$ cat src/rtl/eth_tx_tstamp_req_fifo.sv
// Ethernet TX timestamp-request tagger: passes packets through, issues an LFSR
// fingerprint per SOP and queues it in a show-ahead FIFO for later matching.
module eth_tx_tstamp_req_fifo #(
  parameter int          BITSPERSYMBOL  = 8,
  parameter int          SYMBOLSPERBEAT = 8,
  parameter int          EMPTY_WIDTH    = 3,
  parameter int          ERROR_WIDTH    = 6,
  parameter int          FP_WIDTH       = 8,
  parameter logic [15:0] LFSR_TAPS      = 16'h00B8,
  parameter logic [15:0] LFSR_SEED      = 16'h00A5,
  parameter int          FIFO_DEPTH     = 8,
  parameter int          STALL_ON_FULL  = 1,
  localparam int         DW             = BITSPERSYMBOL * SYMBOLSPERBEAT,
  localparam int         LW             = $clog2(FIFO_DEPTH) + 1
) (
  input  logic                   clock,
  input  logic                   reset,
  input  logic                   asi_pktin_sop,
  input  logic                   asi_pktin_eop,
  input  logic                   asi_pktin_valid,
  output logic                   asi_pktin_ready,
  input  logic [DW-1:0]          asi_pktin_data,
  input  logic [EMPTY_WIDTH-1:0] asi_pktin_empty,
  input  logic [ERROR_WIDTH-1:0] asi_pktin_error,
  output logic                   aso_pktout_sop,
  output logic                   aso_pktout_eop,
  output logic                   aso_pktout_valid,
  input  logic                   aso_pktout_ready,
  output logic [DW-1:0]          aso_pktout_data,
  output logic [EMPTY_WIDTH-1:0] aso_pktout_empty,
  output logic [ERROR_WIDTH-1:0] aso_pktout_error,
  output logic                   tstamp_req_valid,
  output logic [FP_WIDTH-1:0]    tstamp_req_fingerprint,
  output logic                   aso_fingerprint_valid,
  output logic [FP_WIDTH-1:0]    aso_fingerprint,
  input  logic                   aso_fingerprint_ready,
  output logic [LW-1:0]          fifo_level,
  output logic [15:0]            overflow_count
);

  localparam int                  PW   = $clog2(FIFO_DEPTH);
  localparam logic [FP_WIDTH-1:0] TAPS = LFSR_TAPS[FP_WIDTH-1:0];
  localparam logic [FP_WIDTH-1:0] SEED = LFSR_SEED[FP_WIDTH-1:0];

  if (FP_WIDTH < 4 || FP_WIDTH > 16) begin : g_bad_fp_width
    $error("FP_WIDTH must be in 4..16");
  end
  if (FIFO_DEPTH < 2 || FIFO_DEPTH > 64 || (FIFO_DEPTH & (FIFO_DEPTH - 1)) != 0) begin : g_bad_depth
    $error("FIFO_DEPTH must be a power of 2 in 2..64");
  end
  if (SEED == '0 || (LFSR_SEED >> FP_WIDTH) != 16'd0) begin : g_bad_seed
    $error("LFSR_SEED must be nonzero and fit in FP_WIDTH bits");
  end
  if (STALL_ON_FULL != 0 && STALL_ON_FULL != 1) begin : g_bad_stall
    $error("STALL_ON_FULL must be 0 or 1");
  end

  logic [FP_WIDTH-1:0] lfsr_q, lfsr_d;
  logic [PW-1:0]       wr_ptr_q, wr_ptr_d, rd_ptr_q, rd_ptr_d;
  logic [LW-1:0]       level_q, level_d;
  logic [15:0]         ovf_q, ovf_d;
  logic                in_packet_q, in_packet_d;
  logic [FP_WIDTH-1:0] mem_q [FIFO_DEPTH];
  logic [FP_WIDTH-1:0] mem_d [FIFO_DEPTH];

  logic stall_en, fifo_full, fifo_empty, block, accept, sop_accept, push, pop, drop;

  assign stall_en   = (STALL_ON_FULL != 0);
  assign fifo_full  = (level_q == LW'(FIFO_DEPTH));
  assign fifo_empty = (level_q == '0);

  // Only packet starts are held back; a packet already underway always completes.
  assign block      = stall_en & fifo_full & ~in_packet_q;
  assign accept     = aso_pktout_valid & aso_pktout_ready;
  assign sop_accept = accept & aso_pktout_sop;
  assign pop        = ~fifo_empty & aso_fingerprint_ready;
  assign push       = sop_accept & (~fifo_full | pop);
  assign drop       = sop_accept & fifo_full & ~pop;

  assign aso_pktout_sop   = asi_pktin_sop;
  assign aso_pktout_eop   = asi_pktin_eop;
  assign aso_pktout_data  = asi_pktin_data;
  assign aso_pktout_empty = asi_pktin_empty;
  assign aso_pktout_error = asi_pktin_error;
  assign aso_pktout_valid = asi_pktin_valid & ~block;
  assign asi_pktin_ready  = aso_pktout_ready & ~block;

  assign tstamp_req_valid       = sop_accept;
  assign tstamp_req_fingerprint = lfsr_q;
  assign aso_fingerprint_valid  = ~fifo_empty;
  assign aso_fingerprint        = mem_q[rd_ptr_q];
  assign fifo_level             = level_q;
  assign overflow_count         = ovf_q;

  always_comb begin
    lfsr_d      = lfsr_q;
    wr_ptr_d    = wr_ptr_q;
    rd_ptr_d    = rd_ptr_q;
    level_d     = level_q;
    ovf_d       = ovf_q;
    in_packet_d = in_packet_q;
    mem_d       = mem_q;
    if (sop_accept) begin
      lfsr_d = {lfsr_q[FP_WIDTH-2:0], ^(lfsr_q & TAPS)};
    end
    if (push) begin
      mem_d[wr_ptr_q] = lfsr_q;
      wr_ptr_d        = wr_ptr_q + PW'(1);
    end
    if (pop) begin
      rd_ptr_d = rd_ptr_q + PW'(1);
    end
    if (push && !pop) begin
      level_d = level_q + LW'(1);
    end else if (pop && !push) begin
      level_d = level_q - LW'(1);
    end
    if (drop && ovf_q != 16'hFFFF) begin
      ovf_d = ovf_q + 16'd1;
    end
    if (accept && aso_pktout_eop) begin
      in_packet_d = 1'b0;
    end else if (sop_accept) begin
      in_packet_d = 1'b1;
    end
  end

  always_ff @(posedge clock) begin
    if (reset) begin
      lfsr_q      <= SEED;
      wr_ptr_q    <= '0;
      rd_ptr_q    <= '0;
      level_q     <= '0;
      ovf_q       <= '0;
      in_packet_q <= 1'b0;
    end else begin
      lfsr_q      <= lfsr_d;
      wr_ptr_q    <= wr_ptr_d;
      rd_ptr_q    <= rd_ptr_d;
      level_q     <= level_d;
      ovf_q       <= ovf_d;
      in_packet_q <= in_packet_d;
    end
  end

  // Storage needs no reset: the pointers and level define which entries are live.
  always_ff @(posedge clock) begin
    mem_q <= mem_d;
  end

endmodule

$ cat config.mk
export PLATFORM = sky130hd
export DESIGN_NAME = eth_tx_tstamp_req_fifo
export DESIGN_NICKNAME = d
export VERILOG_FILES = /design/src/rtl/eth_tx_tstamp_req_fifo.sv
export SDC_FILE = /design/constraint.sdc
export NUM_CORES = 1
export LEC_CHECK = 0
export BUFFER_PORTS_ARGS = -buffer_cell sky130_fd_sc_hd__buf_2
export CORE_UTILIZATION = 35
export DETAILED_ROUTE_END_ITERATION = 10
export GPL_ROUTABILITY_DRIVEN = 0
export GPL_TIMING_DRIVEN = 1
export PLACE_DENSITY = 0.57
export SLEW_MARGIN = 10
export SYNTH_ARGS = -nofsm -noshare
export SYNTH_HDL_FRONTEND = slang
export SYNTH_SLANG_ARGS = --single-unit
$ cat constraint.sdc
create_clock -name clock -period 4.44 [get_ports clock]
set_input_delay 0.222 -clock clock [delete_from_list [all_inputs] [get_ports clock]]
set_output_delay 0.222 -clock clock [all_outputs]
set_load 0.1 [all_outputs]
==> results of run 1 <==
where the power goes:
part           switching [mW]  internal (mW)
registers              0.0648           1.02
logic                   0.673          0.251
clock network           0.347          0.461
placed cells by master (no fill, tap or decap), types with 3 or more instances in the layout:
cell type / instances
xnor2_1: 4
edfxtp_1: 64
mux4_2: 16
a21oi_1: 18
nor2_1: 20
nor2b_1: 4
nor4_1: 6
clkbuf_16: 9
or3_1: 4
inv_6: 4
nand4_1: 6
o21a_1: 4
mux2_2: 12
nor3_1: 10
buf_4: 9
inv_1: 5
or4_1: 4
dfxtp_1: 35
and2_1: 3
o31ai_1: 5
buf_2: 48
or2_2: 3
xor2_1: 3
o21ai_0: 6
ha_1: 6
nand3_1: 12
nand2_1: 26
routing by layer:
layer | up-vias | global-route usage | part of all wire | wire length, µm
met4 | 0 | 0.0906 | 0.047 | 490
met2 | 94 | 0.257 | 0.51 | 5300
li1 | 1344 | - | - | -
met3 | 63 | 0.0423 | 0.059 | 617
met5 | - | 0 | 0 | 0
met1 | 1417 | 0.179 | 0.39 | 4060
Yosys cell counts, types with 2 or more instances:
cell       number
clkbuf_8        2
mux4_2         16
inv_1           5
o21a_1          4
xor2_1          3
mux2_2         12
nor2b_1         4
nand2_1        26
or3_1           4
ha_1            6
o21ai_0         6
a21oi_1        18
o211ai_1        2
nand2b_1        2
or2_2           3
a311oi_1        2
clkbuf_1        9
nor3_1         10
or3_2           2
o2111ai_1       2
nor2_1         20
buf_6           2
nand3_1        12
o31ai_1         5
and2_1          3
buf_1           2
mux2i_1         2
nor4_1          6
dfxtp_1        35
or4_1           4
xnor2_1         4
buf_4          77
nand4_1         6
edfxtp_1       64
cells by family (layout without fill, tap and decap cells):
kind of cell	count (synthesis)	after routing	share of synthesized area
AND/OR/NAND/NOR	110	110	0.119
flip-flops	99	99	0.540
buffers and inverters	97	78	0.142
AO/OA/AOI/OAI	46	46	0.0613
multiplexers	30	30	0.106
adder cells (fa/ha/maj)	7	7	0.0196
XOR/XNOR	7	7	0.0126
worst paths after layout:
check,to,depth (start not counted)
setup / recovery,fifo_level[3],13
hold / removal,in_packet_q,2
setup reg to reg,fifo_level[3],13
hold reg to reg,overflow_count[5],2
state kept, by name, summed over array words and instances, names as in the netlist:
| register | cells |
|---|---|
| mem_q | 64 |
| tstamp_req_fingerprint | 8 |
| wr_ptr_q | 3 |
| fifo_level | 4 |
| overflow_count | 16 |
| rd_ptr_q | 3 |
| in_packet_q | 1 |
critical path, delay by kind of cell, from the launching register on:
kind	cells	cell delay (ns)
buf+inv	4	0.47
compound gates	3	0.59
fa+ha+maj	2	0.46
mux	2	0.57
simple gates	2	0.77
flops	1	0.38
layout make-up:
type | instances | area, µm²
fill | 1313 | 8370
sequential | 99 | 2620
multi-input combinational | 200 | 1550
timing repair buffer | 57 | 308
clock buffer | 11 | 243
tap | 176 | 220
clock inverter | 5 | 65.1
inverter | 5 | 18.8
through the flow:
stage	util	worst slack, ns	area (µm²)
after global placement	0.352	1.17	4720
after floorplan	-	0.641	4860
after global routing	0.375	0.856	5030
final	0.375	1.10	5030
after detailed placement	0.352	1.08	4720
after CTS	0.375	1.07	5030
==> results.toml, run 1 <==
[synthesis]
synthArstFlopShare = 0
synth.area.top_cells = "edfxtp_1 (40%), dfxtp_1 (14%), buf_4 (12%), mux4_2 (7.4%), mux2_2 (2.8%)"
ys_warn_count = 0
synth_nets = 483
seq_area_frac_synth = 0.540
synth.avg_cell_area_um2 = 12.3
netlist_instances = 396
yosysTopAreaCell = "edfxtp_1"
syn_area_um2 = 4860
synth_cell_type_count = 50
yosysTopAreaCellShare = 0.395
synth-edff-count = 64
ys_ff_latch = 99
ys.flop_type = "edfxtp_1"

[setup_path]
worstPathMaxFanout = 15
crit_path_max_incr_delay_ns = 0.63
path_cells = "or4b_4, o2111ai_1, buf_4, inv_1, nand2_1, inv_1, ha_1, inv_1, ha_1, a21o_2, a21oi_1, mux2i_1, mux2_2"
startpoint = "fifo_level[0]"
crit_arrival_ns = 3.58
crit_type = "register to register"
crit_top_cell = "inv_1"
startpoint_type = "register"
cp_slowest_cell = "or4b_4"
crit_required_ns = 4.68
reg2reg_slack_ns = 1.10
r2r_start = "fifo_level[0]"
crit_path_end_kind = "register"

[run_status]
status = "completed"

[worst_hold_path]
min_path_type = "input pin to register"
worstHoldStart = "asi_pktin_eop"

[cells_and_area]
drive_gt1_frac = 0.294
area_delta_synth_final_pct = 3.42
n_antenna_cell = 0
nNetsFinal = 459
finalNonFillerCells = 553

[timing]
hold_viol = 0
min_period_ns = 3.34
final-setup-viol-count = 0
finalCritPeriodShare = 0.753
drv_slew = 0
worst_hold_slack_ns = 0.0899
relSlewSlack = 0.386
finClkSkew_ns = 0.00758
rsz0062_at_grt = "false"
tightestPinTransition_ns = 0.920
fmax_mhz = 299
finalSetupTns_ns = 0

[clock_tree]
cts_max_level = 3
cts_hold_buf = 0
clk_pin_slew_ns = 0.06
cts_sinks = 99
root_buffer = "clkbuf_16"
cts_made_buffers = 9
cts_resized = 0
clockBufferDepth = 2
cts_tree = "built"
post_cts_buffers = 0
clk_latency_ns = 0.35

[floorplan]
die_h_um = 120
die_area_um2 = 14400
die_w_um = 120
initial_core_util = 0.363
row_count = 42
core_area_um2 = 13400
pin_count = 195

[routing]
dr.pass1.iters = 4
drtAntennaViolNets = 0
vias = 2918
wl_per_cell_um = 18.9
vias_per_cell = 5.28
post-route-drc-count = 0
drt_wl_total_um = 10500
drt_iter0_markers = 166

[global_route]
grt-ovfl-total = 0
first_global_vias = 2973
track_usage = 0.155
antenna_found_initial = 0
grt_start_max_net_pins = 34
grt_pass1_wl_um = 16600

[pwr]
total_power_mw = 2.82
p_per_area_nw_per_um2 = 560
p_leak_nw = 1.73
peakVddDrop_v = 0.000210

[run]
cap_viol_max_count = 0

[placed_design]
port_buffers = 48
hpwl_um = 7250
place_inst = 537
Power figures use the tool's default switching activity.
==> run 2, diff against run 1 <==
- clock period: 4.44 -> 3.1 ns (I/O delays scaled with it)
==> results.toml, run 2 (synthesized netlist as in run 1, its figures left out) <==
[floorplan]
die_area_um2 = 14400
core_area_um2 = 13400
die_h_um = 120
die_w_um = 120
initial_core_util = 0.363
row_count = 42
pin_count = 195

[cells_and_area]
largest_register_ff_count = 64
nNetsFinal = 465
drive_gt1_frac = 0.332
mostFrequentLayoutCell = "edfxtp_1"
final_cell_mix = "edfxtp_1 (64), buf_2 (48), dfxtp_1 (31)"
fin_util = 0.380
max_flop_register = "mem_q"
area_delta_synth_final_pct = 4.84
n_antenna_cell = 0

[timing]
rsz0062_at_grt = "false"
fmax_mhz = 335
hold_viol = 0
relSlewSlack = 0.610
drv_slew = 0
tightestPinTransition_ns = 0.584
final-setup-viol-count = 0
finalCritPeriodShare = 0.962
finalSetupTns_ns = 0
min_period_ns = 2.98
finClkSkew_ns = 0.00585

[setup_path]
crit_type = "register to register"
r2r_start = "fifo_level[2]"
reg2reg_slack_ns = 0.12
r2r_cells = 11
crit_path_end_kind = "register"
worstPathMaxFanout = 6
startpoint_type = "register"
crit_required_ns = 3.35
crit_arrival_ns = 3.23
r2r-end = "fifo_level[3]"

[pwr]
p_leak_nw = 1.75
peakVddDrop_v = 0.000713
p_per_area_nw_per_um2 = 789

[worst_hold_path]
min_path_type = "input pin to register"
worstHoldStart = "asi_pktin_eop"
min_to = "in_packet_q"
hold_depth = 2

[global_route]
track_usage = 0.152
first_global_vias = 2947
antenna_found_initial = 0
grt-ovfl-total = 0
grt_pass1_wl_um = 16300
grt_start_max_net_pins = 33

[run_status]
status = "completed"

[routing]
vias = 2939
post-route-drc-count = 0
drt_iter0_markers = 158
vias_per_cell = 5.26
drt_wl_total_um = 10400
wl_per_cell_um = 18.7
dr.pass1.iters = 4
drtAntennaViolNets = 0

[clock_tree]
clockBufferDepth = 2
cts_made_buffers = 9
clk_pin_slew_ns = 0.07
cts_hold_buf = 0
cts_tree = "built"
root_buffer = "clkbuf_16"
cts_max_level = 3
cts_sinks = 99
clk_latency_ns = 0.35

[placed_design]
hpwl_um = 6950
port_buffers = 48

[run]
cap_viol_max_count = 0
==> run 2: report_power, final <==
group	total (mW)	internal, mW	switching (mW)
clock	1.08	0.558	0.526
combinational	1.39	0.386	1.00
sequential	1.55	1.47	0.0770
total	4.02	2.42	1.60
==> run 2: cell type report <==
class / instances / area [µm²]
fillers: 1278 / 8310
well taps: 176 / 220
inverters: 5 / 18.8
flip-flops and latches: 99 / 2640
multi-input cells: 200 / 1580
clock inverters: 7 / 60.1
repair buffers: 63 / 353
clock buffers: 9 / 225
==> run 2: worst max-delay path, cell delays in order, from the launching register on <==
cell and delay [ns]:
dfxtp_4 0.36, or4b_4 0.58, or2_2 0.35, nand2_4 0.09, inv_1 0.05, ha_1 0.21
inv_2 0.10, ha_1 0.23, a21o_2 0.22, a21oi_2 0.14, mux2i_1 0.21, mux2_2 0.34
==> run 2: layer usage <==
metal,global-route usage,share of wire,vias up,wire length [µm]
li1,-,-,1360,-
met5,0,0,-,0
met1,0.178,0.42,1435,4380
met3,0.0556,0.060,46,622
met2,0.244,0.48,98,5040
met4,0.0781,0.037,0,387
==> run 2: through the flow <==
step	power (mW)	instances	worst slack (ns)	hold slack [ns]	cell area, µm²
after CTS	4.06	558	0.0285	0.00523	5080
after detailed placement	2.98	542	0.0378	0.311	4800
after floorplan	3.21	396	0.00153	0.262	4900
after global routing	4.20	559	0.00945	0.0288	5090
after global placement	2.96	542	0.108	0.311	4800
final	4.02	559	0.117	0.0141	5090
==> run 2: worst max-delay path by stage <==
stage / endpoint / cells after the start / slack, ns / from
2_1_floorplan: fifo_level[3] / 12 / 0.002 / fifo_level[3]
3_3_place_gp: fifo_level[3] / 11 / 0.11 / fifo_level[0]
3_5_place_dp: fifo_level[3] / 11 / 0.04 / fifo_level[0]
4_1_cts: fifo_level[3] / 11 / 0.03 / fifo_level[0]
5_1_grt: fifo_level[3] / 11 / 0.009 / fifo_level[2]
6_report: fifo_level[3] / 11 / 0.12 / fifo_level[2]
==> run 2: what timing repair did <==
item,4_1_cts,5_1_grt
endpoints found under the setup margin,0,1
setup buffers,0,1
resized for setup,0,1
==> run 3, diff against run 2 <==
- REMOVE_ABC_BUFFERS: not set -> 1
==> results.toml, run 3 (synthesized netlist as in run 1, its figures left out) <==
[floorplan]
row_count = 42
core_area_um2 = 13400
die_h_um = 120
die_w_um = 120
pin_count = 195
die_area_um2 = 14400
initial_core_util = 0.363

[setup_path]
crit_arrival_ns = 3.19
crit_family = "simple AND/OR/NAND/NOR gates"
crit_buf_inv = 2
crit_required_ns = 3.33
crit_type = "register to register"
startpoint_type = "register"
startpoint = "fifo_level[3]"
r2r_start = "fifo_level[3]"
path_cells = "or4b_4, or2_2, nand2_1, inv_1, ha_1, inv_1, ha_1, a21o_2, a21oi_1, mux2i_1, mux2_2"
crit_path_end_kind = "register"
crit_path_max_incr_delay_ns = 0.56
worstPathMaxFanout = 10
cp_slowest_cell = "or4b_4"

[clock_tree]
cts_made_buffers = 9
clk_latency_ns = 0.34
cts_tree = "built"
clk_pin_slew_ns = 0.07
clockBufferDepth = 2
cts_hold_buf = 0
cts_max_level = 3
cts_sinks = 99
root_buffer = "clkbuf_16"

[timing]
min_period_ns = 2.96
rsz0062_at_grt = "false"
finalCritPeriodShare = 0.954
final-setup-viol-count = 0
relSlewSlack = 0.270
hold_viol = 0
finClkSkew_ns = 0.00698
tightestPinTransition_ns = 1.09
drv_slew = 0
fmax_mhz = 338
worst_hold_slack_ns = 0.0475

[global_route]
first_global_vias = 2887
track_usage = 0.230
grt_start_max_net_pins = 33
grt-ovfl-total = 0
antenna_found_initial = 0
grt_pass1_wl_um = 22300

[worst_hold_path]
min_path_type = "input pin to register"
worstHoldStart = "asi_pktin_eop"

[cells_and_area]
finalNonFillerCells = 563
max_flop_register = "mem_q"
fin_util = 0.379
largest_register_ff_count = 64
n_antenna_cell = 0
area_delta_synth_final_pct = 4.51
nNetsFinal = 469
final_cell_mix = "edfxtp_1 (64), buf_2 (48), dfxtp_1 (35)"
mostFrequentLayoutCell = "edfxtp_1"
fillers = 1281
drive_gt1_frac = 0.315

[routing]
drtAntennaViolNets = 0
dr.pass1.iters = 5
post-route-drc-count = 0
drt_iter0_markers = 292
drt_wl_total_um = 16000
vias = 3118
vias_per_cell = 5.54
wl_per_cell_um = 28.3

[run]
cap_viol_max_count = 0

[placed_design]
hpwl_um = 11600
place_inst = 547
port_buffers = 48

[run_status]
status = "completed"

[pwr]
total_power_mw = 3.97
peakVddDrop_v = 0.000269
p_leak_nw = 1.76
p_per_area_nw_per_um2 = 781
[run 3: where the power goes]
part	internal, mW	switching, mW
Combinational	0.384	0.986
Clock	0.555	0.506
Sequential	1.46	0.0767
[run 3: path summary, 6_finish.rpt]
check / to / slack (ns) / depth (start not counted)
worst max register to register: fifo_level[3] / 0.14 / 11
worst min-delay path: in_packet_q / 0.05 / 2
worst min register to register: overflow_count[5] / 0.53 / 2
worst max-delay path: fifo_level[3] / 0.14 / 11
[run 3: what timing repair did]
action	4_1_cts	5_1_grt
resized for setup	0	1
buffers inserted	0	0
endpoints found under the setup margin	0	1
[run 3: routing by layer]
metal	vias up	track usage	wire length [µm]
met5	-	0.0956	126
met4	4	0.0477	127
met3	15	0.215	3160
met2	224	0.266	5810
met1	1517	0.291	6730
li1	1358	-	-
[run 3: area by class of cell]
type                       instances  area (µm²)  share of cell area
clock buffer                      10         229              0.0451
multi-input combinational        200        1560               0.306
timing repair buffer              67         383              0.0754
sequential                        99        2620               0.516
inverter                           5        18.8             0.00370
tap                              176         220              0.0434
clock inverter                     6        50.0             0.00985
[run 3: metrics by stage]
stage / TNS [ns] / setup slack [ns] / cell area [µm²]
CTS: 0 / 0.121 / 5070
global route: 0 / 0.00638 / 5080
global placement: 0 / 0.201 / 4790
detailed placement: 0 / 0.138 / 4790
finish: 0 / 0.144 / 5080
floorplan: -57.53 / -1.76 / 4190
[run 3: worst register-to-register path: cells and delay by family, from the launching register on]
family	cells	cell delay (ns)
mux	2	0.56
fa+ha+maj	2	0.42
buf+inv	2	0.11
compound gates	2	0.38
flops	1	0.38
simple gates	3	1.00
